[config.mk]
export PLATFORM = sky130hd
export DESIGN_NAME = forwarding_hazard_unit
export DESIGN_NICKNAME = d
export VERILOG_FILES = /design/src/rtl/forwarding_hazard_unit.sv
export SDC_FILE = /design/constraint.sdc
export NUM_CORES = 1
export LEC_CHECK = 0
export ABC_CLOCK_PERIOD_IN_PS = 2950
export CAP_MARGIN = 20
export CORE_MARGIN = 2
export CORE_UTILIZATION = 45
export CTS_CLUSTER_DIAMETER = 120
export DETAILED_ROUTE_END_ITERATION = 8
export PLACE_DENSITY = 0.76
export SLEW_MARGIN = 0
export SYNTH_ARGS = -nofsm -noshare
export SYNTH_HDL_FRONTEND = slang
export SYNTH_SLANG_ARGS = --single-unit
export TNS_END_PERCENT = 50
[constraint.sdc]
create_clock -name clk -period 2.95 [get_ports clk]
set_clock_uncertainty 0.2 [all_clocks]
set_input_delay 0.4425 -clock clk [delete_from_list [all_inputs] [get_ports clk]]
set_output_delay 0.4425 -clock clk [all_outputs]
set_load 0.02 [all_outputs]
[src/rtl/forwarding_hazard_unit.sv]
// Forwarding and load-use hazard unit for a 5-stage RISC-V pipeline.
// A shadow copy of the ID/EX, EX/MEM and MEM/WB control fields is kept
// internally. Operand mux selects are derived from those registered slots.
// The load-use stall is derived from the decode-stage fields against ID/EX.
module forwarding_hazard_unit #(
  parameter int REG_ADDR_W = 5,
  parameter int CNT_W      = 32
) (
  input  logic                  clk,
  input  logic                  rst,
  input  logic                  id_valid,
  input  logic [REG_ADDR_W-1:0] id_rs1,
  input  logic [REG_ADDR_W-1:0] id_rs2,
  input  logic                  id_use_rs1,
  input  logic                  id_use_rs2,
  input  logic [REG_ADDR_W-1:0] id_rd,
  input  logic                  id_reg_write,
  input  logic                  id_mem_read,
  input  logic                  flush,
  output logic [1:0]            fwd_a_sel,
  output logic [1:0]            fwd_b_sel,
  output logic                  stall,
  output logic [CNT_W-1:0]      stall_count
);

  localparam logic [1:0]            SEL_RF    = 2'b00;
  localparam logic [1:0]            SEL_EXMEM = 2'b01;
  localparam logic [1:0]            SEL_MEMWB = 2'b10;
  localparam logic [REG_ADDR_W-1:0] REG_X0    = {REG_ADDR_W{1'b0}};
  localparam logic [CNT_W-1:0]      CNT_MAX   = {CNT_W{1'b1}};
  localparam logic [CNT_W-1:0]      CNT_ONE   = {{(CNT_W-1){1'b0}}, 1'b1};

  // ID/EX slot
  logic                  idex_v_q,    idex_v_d;
  logic [REG_ADDR_W-1:0] idex_rs1_q,  idex_rs1_d;
  logic [REG_ADDR_W-1:0] idex_rs2_q,  idex_rs2_d;
  logic                  idex_use1_q, idex_use1_d;
  logic                  idex_use2_q, idex_use2_d;
  logic [REG_ADDR_W-1:0] idex_rd_q,   idex_rd_d;
  logic                  idex_rw_q,   idex_rw_d;
  logic                  idex_mr_q,   idex_mr_d;
  // EX/MEM slot
  logic [REG_ADDR_W-1:0] exmem_rd_q,  exmem_rd_d;
  logic                  exmem_rw_q,  exmem_rw_d;
  // MEM/WB slot
  logic [REG_ADDR_W-1:0] memwb_rd_q,  memwb_rd_d;
  logic                  memwb_rw_q,  memwb_rw_d;
  // Stall performance counter
  logic [CNT_W-1:0]      stall_cnt_q, stall_cnt_d;

  logic                  stall_s;
  logic [1:0]            fwd_a_s;
  logic [1:0]            fwd_b_s;

  // Youngest producer (EX/MEM) wins over MEM/WB; x0 never forwards.
  function automatic logic [1:0] fwd_select(
    input logic                  ex_v,
    input logic                  ex_use,
    input logic [REG_ADDR_W-1:0] ex_rs,
    input logic                  em_rw,
    input logic [REG_ADDR_W-1:0] em_rd,
    input logic                  mw_rw,
    input logic [REG_ADDR_W-1:0] mw_rd
  );
    logic [1:0] sel;
    if (ex_v && ex_use && em_rw && (em_rd != REG_X0) && (em_rd == ex_rs)) begin
      sel = SEL_EXMEM;
    end else if (mw_rw && (mw_rd != REG_X0) && (mw_rd == ex_rs)) begin
      sel = SEL_MEMWB;
    end else begin
      sel = SEL_RF;
    end
    return sel;
  endfunction

  // Load-use detection against the instruction currently in EX; a flush kills it.
  always_comb begin
    stall_s = 1'b0;
    if (id_valid && idex_v_q && idex_mr_q && idex_rw_q && (idex_rd_q != REG_X0) &&
        ((id_use_rs1 && (id_rs1 == idex_rd_q)) ||
         (id_use_rs2 && (id_rs2 == idex_rd_q))) && !flush) begin
      stall_s = 1'b1;
    end else begin
      stall_s = 1'b0;
    end
  end

  // Operand mux selects from the registered slots only.
  always_comb begin
    fwd_a_s = fwd_select(idex_v_q, idex_use1_q, idex_rs1_q,
                         exmem_rw_q, exmem_rd_q, memwb_rw_q, memwb_rd_q);
    fwd_b_s = fwd_select(idex_v_q, idex_use2_q, idex_rs2_q,
                         exmem_rw_q, exmem_rd_q, memwb_rw_q, memwb_rd_q);
  end

  // Shadow-pipeline advance: bubble on flush or stall, otherwise capture ID.
  always_comb begin
    idex_v_d    = idex_v_q;
    idex_rs1_d  = idex_rs1_q;
    idex_rs2_d  = idex_rs2_q;
    idex_use1_d = idex_use1_q;
    idex_use2_d = idex_use2_q;
    idex_rd_d   = idex_rd_q;
    idex_rw_d   = idex_rw_q;
    idex_mr_d   = idex_mr_q;
    exmem_rd_d  = idex_rd_q;
    exmem_rw_d  = idex_rw_q;
    memwb_rd_d  = exmem_rd_q;
    memwb_rw_d  = exmem_rw_q;
    if (flush || stall_s) begin
      // Bubble fields are zeroed so a stale index can never match a producer.
      idex_v_d    = 1'b0;
      idex_rs1_d  = REG_X0;
      idex_rs2_d  = REG_X0;
      idex_use1_d = 1'b0;
      idex_use2_d = 1'b0;
      idex_rd_d   = REG_X0;
      idex_rw_d   = 1'b0;
      idex_mr_d   = 1'b0;
    end else begin
      idex_v_d    = id_valid;
      idex_rs1_d  = id_rs1;
      idex_rs2_d  = id_rs2;
      idex_use1_d = id_use_rs1;
      idex_use2_d = id_use_rs2;
      idex_rd_d   = id_rd;
      idex_rw_d   = id_valid & id_reg_write;
      idex_mr_d   = id_valid & id_mem_read;
    end
  end

  // Saturating stall counter next state.
  always_comb begin
    stall_cnt_d = stall_cnt_q;
    if (stall_s && (stall_cnt_q != CNT_MAX)) begin
      stall_cnt_d = stall_cnt_q + CNT_ONE;
    end else begin
      stall_cnt_d = stall_cnt_q;
    end
  end

  // Slot and counter registers with asynchronous clear.
  always_ff @(posedge clk or posedge rst) begin
    if (rst) begin
      idex_v_q    <= 1'b0;
      idex_rs1_q  <= REG_X0;
      idex_rs2_q  <= REG_X0;
      idex_use1_q <= 1'b0;
      idex_use2_q <= 1'b0;
      idex_rd_q   <= REG_X0;
      idex_rw_q   <= 1'b0;
      idex_mr_q   <= 1'b0;
      exmem_rd_q  <= REG_X0;
      exmem_rw_q  <= 1'b0;
      memwb_rd_q  <= REG_X0;
      memwb_rw_q  <= 1'b0;
      stall_cnt_q <= {CNT_W{1'b0}};
    end else begin
      idex_v_q    <= idex_v_d;
      idex_rs1_q  <= idex_rs1_d;
      idex_rs2_q  <= idex_rs2_d;
      idex_use1_q <= idex_use1_d;
      idex_use2_q <= idex_use2_d;
      idex_rd_q   <= idex_rd_d;
      idex_rw_q   <= idex_rw_d;
      idex_mr_q   <= idex_mr_d;
      exmem_rd_q  <= exmem_rd_d;
      exmem_rw_q  <= exmem_rw_d;
      memwb_rd_q  <= memwb_rd_d;
      memwb_rw_q  <= memwb_rw_d;
      stall_cnt_q <= stall_cnt_d;
    end
  end

  assign fwd_a_sel   = fwd_a_s;
  assign fwd_b_sel   = fwd_b_s;
  assign stall       = stall_s;
  assign stall_count = stall_cnt_q;

endmodule

==> run summary <==
status: complete, no violations
Crit path arrival time: 2150 ps
Placement Cell Area: 0.00363 mm^2
Hold WC Path Type: flop to flop
Mapped Avg Cell Area: 11.3 um^2
row cnt: 29
Mapped Cells: 258
Setup Slack @ Placement: 99.0 ps
CP Max Fanout: 4
dpl hpwl: 4530 um
Die Y: 84.4 um
PnR Total Power: 1.80 mW
synth top area cells: dfrtp_1 55%, xnor2_1 10%, xor2_1 8.1%, and2_1 4.1%, nand4_1 3.9%
actual slew at the worst max-slew pin: 902 ps
RR Endpoint: idex_mr_q
die area: 0.00711 mm^2
Worst setup EP type: primary output
clock latency on the worst-skew pair: 340 ps
LEAKAGE: 1.71 nW
startpoint types: flop
H-tree lvl count: 3
Post-Synth Adder-Cell Area: 0.431%
Design Area, Final: 0.00383 mm^2
synthesized flop and latch total: 64
Synth top area share: 55.1%
Power Density: 472 mW/mm^2
total CTS buffers: 9
Post-Synth Simple-Gate Area: 23.2%
fraction of the yosys area taken by sequential cells: 55.1%
antenna violations before repair: 0
nets: 354
largest family of logic cells by synthesized area: simple AND/OR/NAND/NOR gates
Remaining Overflow, GRT: 0
final wirelength: 6040 um
Max-Cap Viols: 0
clk buf depth: 2
Synth Warn #: 0
r2r startpoint: exmem_rd_d[1]
cells on worst reg2reg path: 5
Vias: 2104
mapped cell area: 0.00291 mm^2
first-pass GRT wire length: 10200 um
Initial DRC Count: 107
root buffer selected by CTS: clkbuf_8
TritonCTS clock tree: built
port buffer count: 59
final period demand of the worst path: 2790 ps
Avg WL per Cell: 14.7 um
number of distinct library cells after synthesis: 31
Worst Hold Path EP: exmem_rw_q
CP Class: flop to primary output
Final Non-Filler Cells: 412
TritonCTS Sinks: 64
antenna viol nets, final: 0
First-pass DRT Iterations: 4
# IOs: 60
Core Area: 0.00631 mm^2
Residual DRC: 0
r2r setup slk: 540 ps
Hold Violations, Final: 0
hold buffers post-CTS: 0
RSZ-0062 raised after global routing: false
Final GP Congestion: 0.825
final core occ: 60.6%
Final Worst Setup Slack: 156 ps
HP Start: exmem_rw_d
Synth Area in Compound Gates: 1.16%
starting density of the core: 46.0%
VDD IR max: 0.278 mV
Worst-path clk slew: 70 ps
TNS Setup: 0 ps
Layout area overhead: 31.7%
fraction of layout cells with a size suffix above 1: 10.1%
Synth Area in XOR/XNOR: 18.4%
max frequency: 0.358 GHz
vias in the first global route: 2138
Finish-stage setup viols: 0
vias per cell: 5.11
Tcrit/Tclk final: 94.7%
DP Cell Count: 396
Fin Hold WS: 180 ps
GRT Util Overall: 18.3%
CP startpoint: exmem_rd_q[2]
Die X: 84.4 um
WP data required: 2310 ps
post-synth top area cell: dfrtp_1
pin count of the biggest net entering global routing: 34
final slew viol count: 0
worst rel slew slack: 39.7%
mux contribution to synthesized area: 0%
Synth Net Count: 282
ANT cells: 0
Hold Path Stages: 0
==> per-layer routing <==
| layer | up-vias | GRT usage [%] | share of wire (%) | wire length [um] |
|---|---|---|---|---|
| li1 | 1027 | - | - | - |
| met2 | 49 | 27.5 | 46 | 2800 |
| met1 | 1014 | 25.0 | 46 | 2800 |
| met3 | 14 | 3.83 | 4.7 | 282 |
| met5 | - | 0 | 0 | 0 |
| met4 | 0 | 9.96 | 2.6 | 156 |
==> cell type report <==
cell class,instances,area [um^2]
multi-input cells,184,1250
inverters,5,18.8
repair buffers,66,648
clock inverters,5,55.1
fillers,536,2490
flip-flops and latches,64,1600
well taps,77,96.3
clock buffers,11,151
==> power by group <==
| part | switching [mW] | internal, mW | leakage (nW) | total (mW) |
|---|---|---|---|---|
| Clock | 0.335 | 0.433 | 0.101 | 0.767 |
| Combinational | 0.0498 | 0.0657 | 0.761 | 0.115 |
| Sequential | 0.0230 | 0.899 | 0.846 | 0.922 |
| Total | 0.407 | 1.40 | 1.71 | 1.80 |
==> sequential cells by signal, indices dropped and copies added, names as in the netlist, 5 cells and up <==
name,count
memwb_rd_q,5
exmem_rd_q,5
idex_rs2_q,5
idex_rs1_q,5
stall_count,32
exmem_rd_d,5
==> cells by family after synthesis <==
family | after synthesis
AOI/OAI and AO/OA | 4
xor gates and xnor gates | 61
adders and majority gates | 1
buffers and inverters | 10
DFF | 64
and+or+nand+nor | 118
==> cell usage after synthesis <==
cell,instances
dfrtp_1,64
xnor2_1,34
xor2_1,27
and2_1,19
nand2_1,19
nand4_1,18
nor3_1,11
nor2_1,10
nor4_1,9
nand3_1,8
and3_1,5
inv_1,5
or4_1,4
and4_1,3
clkbuf_1,3
nor2b_1,2
or2_1,2
or3_1,2
and3_4,1
buf_4,1
buf_6,1
ha_1,1
nand3_2,1
nor2_2,1
nor4_2,1
o211ai_1,1
o21ai_0,1
o21ai_2,1
o22ai_2,1
or2_2,1
or4_4,1
==> how the worst max path moves through the flow <==
stage | cells past startpoint | endpoint | slack, ps
6_report | 4 | fwd_b_sel[0] | 160
5_1_grt | 5 | fwd_b_sel[1] | 20
4_1_cts | 5 | fwd_a_sel[1] | 40
3_5_place_dp | 7 | stall | 100
3_3_place_gp | 7 | stall | 120
2_1_floorplan | 4 | fwd_a_sel[1] | 280
==> worst max-delay path, cell delays in order (launching register included) <==
cell             delay, ps
dfrtp_1                420
or4_1                  510
o211ai_1               220
nor3_1                 120
clkdlybuf4s50_1        540
==> cells in the final DEF, fill, tap and decap left out, types with 2 or more instances in the layout <==
cell,synthesis,layout
and4_1,3,3
xor2_1,27,27
or4_1,4,4
nor2_1,10,10
nand4_1,18,18
or2_1,2,2
nor3_1,11,11
clkdlybuf4s50_1,0,56
xnor2_1,34,34
clkinvlp_4,0,2
nand2_1,19,19
dfrtp_1,64,64
nor4_1,9,9
clkbuf_2,0,2
and2_1,19,19
inv_1,5,4
nor2b_1,2,2
clkbuf_8,0,11
nand3_1,8,8
buf_4,1,6
clkinv_2,0,2
or3_1,2,2
and3_1,5,5
==> repair_timing <==
action,CTS,global route
buffers inserted,0,0
hold endpoints to repair,0,0
resized for setup,2,7
endpoints found under the setup margin,2,3
Power figures use the tool's default switching activity.
